[src/rtl/ram_port_arbiter.sv]
// ram_port_arbiter
// Shares one zero-latency RAM port between Channels requesters using a
// valid/ready handshake. Open arbitration is round-robin (Mode 0) or fixed
// priority with the lowest index winning (Mode 1). A transfer carrying ReqLock
// keeps the port reserved for its channel until that channel makes a transfer
// without ReqLock, or until it has been idle for LockTimeout cycles.
//
// Ports
//   clock, reset      rising-edge clock, asynchronous active-high reset
//   ReqValid/Write/Lock  per-channel request, write flag, keep-ownership flag
//   ReqAddr, ReqData  per-channel address/write data, channel i at slice i
//   ReqReady          one-hot combinational grant
//   RspValid, RspData registered read response, one cycle after the transfer
//   LockErr           one-cycle pulse when a lock is forcibly released
//   RAMAddr, RAMDataIn, RAMWriteControl, RAMOut   RAM port
module ram_port_arbiter #(
    parameter int dataW       = 32,
    parameter int RAMAddrSize = 16,
    parameter int Channels    = 3,
    parameter int Mode        = 0,
    parameter int LockTimeout = 16
) (
    input  logic                            clock,
    input  logic                            reset,
    input  logic [Channels-1:0]             ReqValid,
    input  logic [Channels-1:0]             ReqWrite,
    input  logic [Channels-1:0]             ReqLock,
    input  logic [Channels*RAMAddrSize-1:0] ReqAddr,
    input  logic [Channels*dataW-1:0]       ReqData,
    output logic [Channels-1:0]             ReqReady,
    output logic [Channels-1:0]             RspValid,
    output logic [dataW-1:0]                RspData,
    output logic                            LockErr,
    output logic [RAMAddrSize-1:0]          RAMAddr,
    output logic [dataW-1:0]                RAMDataIn,
    output logic                            RAMWriteControl,
    input  logic [dataW-1:0]                RAMOut
);

    localparam int IW = (Channels > 1) ? $clog2(Channels) : 1;
    localparam int CW = $clog2(LockTimeout + 1);
    localparam logic [IW-1:0] LAST_RST = IW'(Channels - 1);
    localparam logic [CW-1:0] IDLE_MAX = CW'(LockTimeout - 1);

    typedef enum logic [0:0] {
        ST_OPEN   = 1'b0,
        ST_LOCKED = 1'b1
    } state_e;

    state_e                state_q,     state_d;
    logic [IW-1:0]         last_gnt_q,  last_gnt_d;
    logic [IW-1:0]         owner_q,     owner_d;
    logic [CW-1:0]         idle_cnt_q,  idle_cnt_d;
    logic [Channels-1:0]   rsp_valid_q, rsp_valid_d;
    logic [dataW-1:0]      rsp_data_q,  rsp_data_d;
    logic                  lock_err_q,  lock_err_d;

    logic [Channels-1:0]   mask_hi_s;
    logic [IW-1:0]         open_idx_s;
    logic                  gnt_vld_s;
    logic [IW-1:0]         gnt_idx_s;
    logic                  gnt_lock_s;
    logic                  gnt_write_s;

    // Index of the lowest set bit; 0 when none is set (callers check for that).
    function automatic logic [IW-1:0] lowest_idx(input logic [Channels-1:0] v);
        logic [IW-1:0] idx;
        idx = {IW{1'b0}};
        for (int i = Channels - 1; i >= 0; i--) begin
            if (v[i]) begin
                idx = IW'(i);
            end
        end
        return idx;
    endfunction

    // Open-state winner: round-robin looks above LastGnt first, then wraps.
    always_comb begin
        for (int i = 0; i < Channels; i++) begin
            mask_hi_s[i] = ReqValid[i] && (IW'(i) > last_gnt_q);
        end
        if (Mode == 0) begin
            open_idx_s = (|mask_hi_s) ? lowest_idx(mask_hi_s) : lowest_idx(ReqValid);
        end else begin
            open_idx_s = lowest_idx(ReqValid);
        end
    end

    // Grant selection; a locked port only ever serves its owner.
    always_comb begin
        gnt_vld_s = 1'b0;
        gnt_idx_s = {IW{1'b0}};
        case (state_q)
            ST_OPEN: begin
                gnt_vld_s = |ReqValid;
                gnt_idx_s = open_idx_s;
            end
            ST_LOCKED: begin
                gnt_vld_s = ReqValid[owner_q];
                gnt_idx_s = owner_q;
            end
            default: begin
                gnt_vld_s = 1'b0;
                gnt_idx_s = {IW{1'b0}};
            end
        endcase
    end

    // One-hot ready and the RAM-side mux, all zero when nothing is granted.
    always_comb begin
        for (int i = 0; i < Channels; i++) begin
            ReqReady[i] = gnt_vld_s && (gnt_idx_s == IW'(i));
        end
        gnt_lock_s  = ReqLock[gnt_idx_s];
        gnt_write_s = ReqWrite[gnt_idx_s];
        if (gnt_vld_s) begin
            RAMAddr         = ReqAddr[int'(gnt_idx_s) * RAMAddrSize +: RAMAddrSize];
            RAMDataIn       = ReqData[int'(gnt_idx_s) * dataW +: dataW];
            RAMWriteControl = gnt_write_s;
        end else begin
            RAMAddr         = {RAMAddrSize{1'b0}};
            RAMDataIn       = {dataW{1'b0}};
            RAMWriteControl = 1'b0;
        end
    end

    // Next-state: response capture, round-robin pointer, lock ownership/timeout.
    always_comb begin
        state_d     = state_q;
        last_gnt_d  = last_gnt_q;
        owner_d     = owner_q;
        idle_cnt_d  = idle_cnt_q;
        rsp_valid_d = {Channels{1'b0}};
        rsp_data_d  = rsp_data_q;
        lock_err_d  = 1'b0;

        if (gnt_vld_s) begin
            last_gnt_d = gnt_idx_s;
            if (!gnt_write_s) begin
                rsp_valid_d = ReqReady;
                rsp_data_d  = RAMOut;
            end else begin
                rsp_valid_d = {Channels{1'b0}};
                rsp_data_d  = rsp_data_q;
            end
        end else begin
            last_gnt_d = last_gnt_q;
        end

        case (state_q)
            ST_OPEN: begin
                if (gnt_vld_s && gnt_lock_s) begin
                    state_d    = ST_LOCKED;
                    owner_d    = gnt_idx_s;
                    idle_cnt_d = {CW{1'b0}};
                end else begin
                    state_d    = ST_OPEN;
                end
            end
            ST_LOCKED: begin
                // An owner transfer always wins over an expiring idle count.
                if (gnt_vld_s) begin
                    idle_cnt_d = {CW{1'b0}};
                    state_d    = gnt_lock_s ? ST_LOCKED : ST_OPEN;
                end else if (idle_cnt_q >= IDLE_MAX) begin
                    idle_cnt_d = {CW{1'b0}};
                    state_d    = ST_OPEN;
                    lock_err_d = 1'b1;
                end else begin
                    idle_cnt_d = idle_cnt_q + CW'(1);
                end
            end
            default: begin
                state_d    = ST_OPEN;
                idle_cnt_d = {CW{1'b0}};
            end
        endcase
    end

    // State and response registers.
    always_ff @(posedge clock or posedge reset) begin
        if (reset) begin
            state_q     <= ST_OPEN;
            last_gnt_q  <= LAST_RST;
            owner_q     <= {IW{1'b0}};
            idle_cnt_q  <= {CW{1'b0}};
            rsp_valid_q <= {Channels{1'b0}};
            rsp_data_q  <= {dataW{1'b0}};
            lock_err_q  <= 1'b0;
        end else begin
            state_q     <= state_d;
            last_gnt_q  <= last_gnt_d;
            owner_q     <= owner_d;
            idle_cnt_q  <= idle_cnt_d;
            rsp_valid_q <= rsp_valid_d;
            rsp_data_q  <= rsp_data_d;
            lock_err_q  <= lock_err_d;
        end
    end

    assign RspValid = rsp_valid_q;
    assign RspData  = rsp_data_q;
    assign LockErr  = lock_err_q;

endmodule

[config.mk]
export PLATFORM = sky130hd
export DESIGN_NAME = ram_port_arbiter
export DESIGN_NICKNAME = d
export VERILOG_FILES = /design/src/rtl/ram_port_arbiter.sv
export SDC_FILE = /design/constraint.sdc
export NUM_CORES = 1
export LEC_CHECK = 0
export ABC_CLOCK_PERIOD_IN_PS = 2640
export CORE_MARGIN = 2
export CORE_UTILIZATION = 30
export DETAILED_ROUTE_END_ITERATION = 6
export HOLD_SLACK_MARGIN = 0.02
export PLACE_DENSITY = 0.8
export SETUP_SLACK_MARGIN = 0.3
export SLEW_MARGIN = 15
export SYNTH_ARGS = -nofsm -noshare
export SYNTH_HDL_FRONTEND = slang
export SYNTH_SLANG_ARGS = --single-unit
[constraint.sdc]
create_clock -name clock -period 2.64 [get_ports clock]
set_clock_uncertainty 0.15 [all_clocks]
set_input_delay 0.264 -clock clock [delete_from_list [all_inputs] [get_ports clock]]
set_output_delay 0.264 -clock clock [all_outputs]
set_load 0.01 [all_outputs]
==> run metrics <==
status=finished with violations; failing checks=negative setup slack; most numerous cell in the Yosys netlist=mux2_2; largest net degree at the start of global routing=33; clk buf depth=2; yosys warns=0; vias=3953; hpwl dp=10700 um; synthesized area=3250 sq um; Setup WS post-layout=-52.1 ps; met1 Use GR=0.287; nets=824; initial antenna violation count=0; largest family of logic cells by synthesized area=multiplexers; Root Buffer=clkbuf_8; Iter 0 DRT Violations=148; first-pass GRT wire length=21800 um; Syn Area/Cell=9.98 sq um; clock sinks=46; Die Height=108 um; Area contributors post-synth=dfrtp_1, mux2_2, a22oi_1; 1st-pass router iterations=4; post-layout min period=2690 ps; Hold Fails Final Rpt=0; Worst-Margin Slew=666 ps; Synth area leader=dfrtp_1; Congestion Overflow GR=0; Post-synth top cells=mux2_2, nor2_1, a22oi_1, dfrtp_1, clkbuf_1; port bufs=274; WP data arrival=2280 ps; Worst-path clk slew=90 ps; Leakage=3.24 nW; vias in the first global route=4031; # rows=38; #FFs+latches synth=46; RSZ-0062 raised after global routing=yes; Adder-Cell Fraction of Synth Area=0.00769; Avg Vias per Cell=5.09; antenna-violating nets left=0; Slew Limit Fails=0; Routed WL=15400 um; reg-to-reg slack, setup=-40 ps; met2 Usage GRT=0.444; Startpoint Class=flip-flop; core box area=10700 sq um; WP data required=2230 ps; post-synth cell types=43; clk_lat worst skew=290 ps; Area growth syn-to-layout=122%; number of enable flip-flop cells after synthesis=0; CP Class=reg -> out; Async SR Flop Fraction=1.00; CTS tree=built; WL/cell=19.8 um; M3 GR Usage=0.0380; Tot Pwr=0.00816 W; post-synth top area share=0.346; starting density of the core=0.304; Synthesized Nets=515; CP endpoint kind=primary output; final setup violation count=65; register area share after synthesis=0.354; Top Ports=275; Post-Synthesis Cells=326; final critical-path share of the clock period=1.02; predominant post-synthesis flop cell=dfrtp_1; gp weighted congestion=0.930; Pwr per Cell Area=1130 nW/um^2; DRC=0; grt peak-use layer=met2; gr usage total=0.239; Rel. slew slack=0.555; die footprint=11700 sq um; Synth Area in Compound Gates=0.171; Die X=108 um; H-tree depth=2; share of cells above drive strength 1=0.420; fraction of synthesized area in multiplexers=0.291; DP Cell Count=749; Max Clk Rate=0.371 GHz; HP Class=in -> async; Simple-Gate Fraction of Synth Area=0.125; Post-Synth XOR/XNOR Area=0; worst vdd ir=0.000557 V; max_cap viols=0; Max FO, Critical Path=5; Num CTS Buffers=5; count of non-filler cells in the finished layout=777
==> through the flow <==
step / hold WS, ps / setup slack [ps] / TNS (ps) / util / area (sq um)
after global routing: 315 / -135 / -5690 / 0.674 / 7210
after detailed placement: 325 / -540 / -31340 / 0.597 / 6390
after global placement: 324 / -443 / -28030 / 0.597 / 6390
after CTS: 253 / -23.9 / -69.9 / 0.645 / 6900
final: 226 / -52.1 / -1580 / 0.674 / 7210
after floorplan: 180 / 252 / 0 / - / 3270
==> registers in the layout, indices dropped and copies added (netlist names) <==
register,flops
LockErr,1
RspData,32
RspValid,3
idle_cnt_q,5
last_gnt_q,2
owner_q,2
state_q,1
==> path summary, 6_finish.rpt <==
path,startpoint,end,cells past startpoint
setup / recovery,last_gnt_q[1]$_DFFE_PP1P_,RAMDataIn[11],8
hold / removal,reset,RspData[4]$_DFFE_PP0P_,2
setup reg to reg,last_gnt_q[1]$_DFFE_PP1P_,RspData[16]$_DFFE_PP0P_,9
hold reg to reg,RspData[29]$_DFFE_PP0P_,RspData[29]$_DFFE_PP0P_,1
max in group asynchronous,reset,RspData[9]$_DFFE_PP0P_,3
min in group clock,RspData[29]$_DFFE_PP0P_,RspData[29]$_DFFE_PP0P_,1
==> cells by family after synthesis <==
logic type | count (synthesis)
multiplexers | 84
adder cells (fa/ha/maj) | 2
AO/OA/AOI/OAI | 73
AND/OR/NAND/NOR | 88
buffers and inverters | 33
flip-flops | 46
==> area by class of cell <==
| class | instances | area, sq um |
|---|---|---|
| flip-flops and latches | 46 | 1150 |
| diodes | 1 | 2.50 |
| well taps | 140 | 175 |
| repair buffers | 330 | 3210 |
| clock buffers | 7 | 96.3 |
| multi-input cells | 247 | 2540 |
| inverters | 5 | 18.8 |
| clock inverters | 1 | 8.76 |
| fillers | 815 | 3490 |
==> critical path: stages (launching register included) <==
cell and delay (ps):
dfstp_2 610, o22ai_4 90, a31oi_4 250, buf_6 200, buf_16 130, mux2_2 330, a22oi_1 160, nor2_1 50
buf_2 150
==> per-layer routing <==
metal	share of wire	routed length (um)	vias to the layer above
met5	0	0	-
met3	0.063	973	18
met1	0.38	5900	1920
li1	-	-	1831
met4	0.014	208	0
met2	0.54	8310	184
==> where the power goes <==
group	switching [W]	total, W	internal [W]	leakage, nW
Combinational	0.00281	0.00643	0.00362	2.63
Clock	0.000237	0.000477	0.000240	0.0545
Sequential	0.000216	0.00125	0.00103	0.557
Total	0.00326	0.00816	0.00489	3.24
==> cell usage in the layout (no fill, tap or decap), drive strengths merged, types with 3 or more instances in the layout <==
master,synthesis,final
clkdlybuf4s50,0,219
or2,3,3
nand2,9,9
clkbuf,13,12
and2,3,3
mux2,82,82
a31oi,4,4
buf,15,103
inv,5,5
nor3,4,4
a22oi,48,48
o31ai,3,3
dfrtp,45,45
nor2,53,53
dlygate4sd2,0,3
a21oi,7,7
nor2b,4,4
==> timing repair <==
item                                    CTS  global route
setup buffers                             8             1
resized for setup                       333            39
endpoints found under the setup margin   85            91
hold buffers                              0             0
pin swaps                                 9            27
cloned                                    4             6
(Power assumes the default switching activity.)
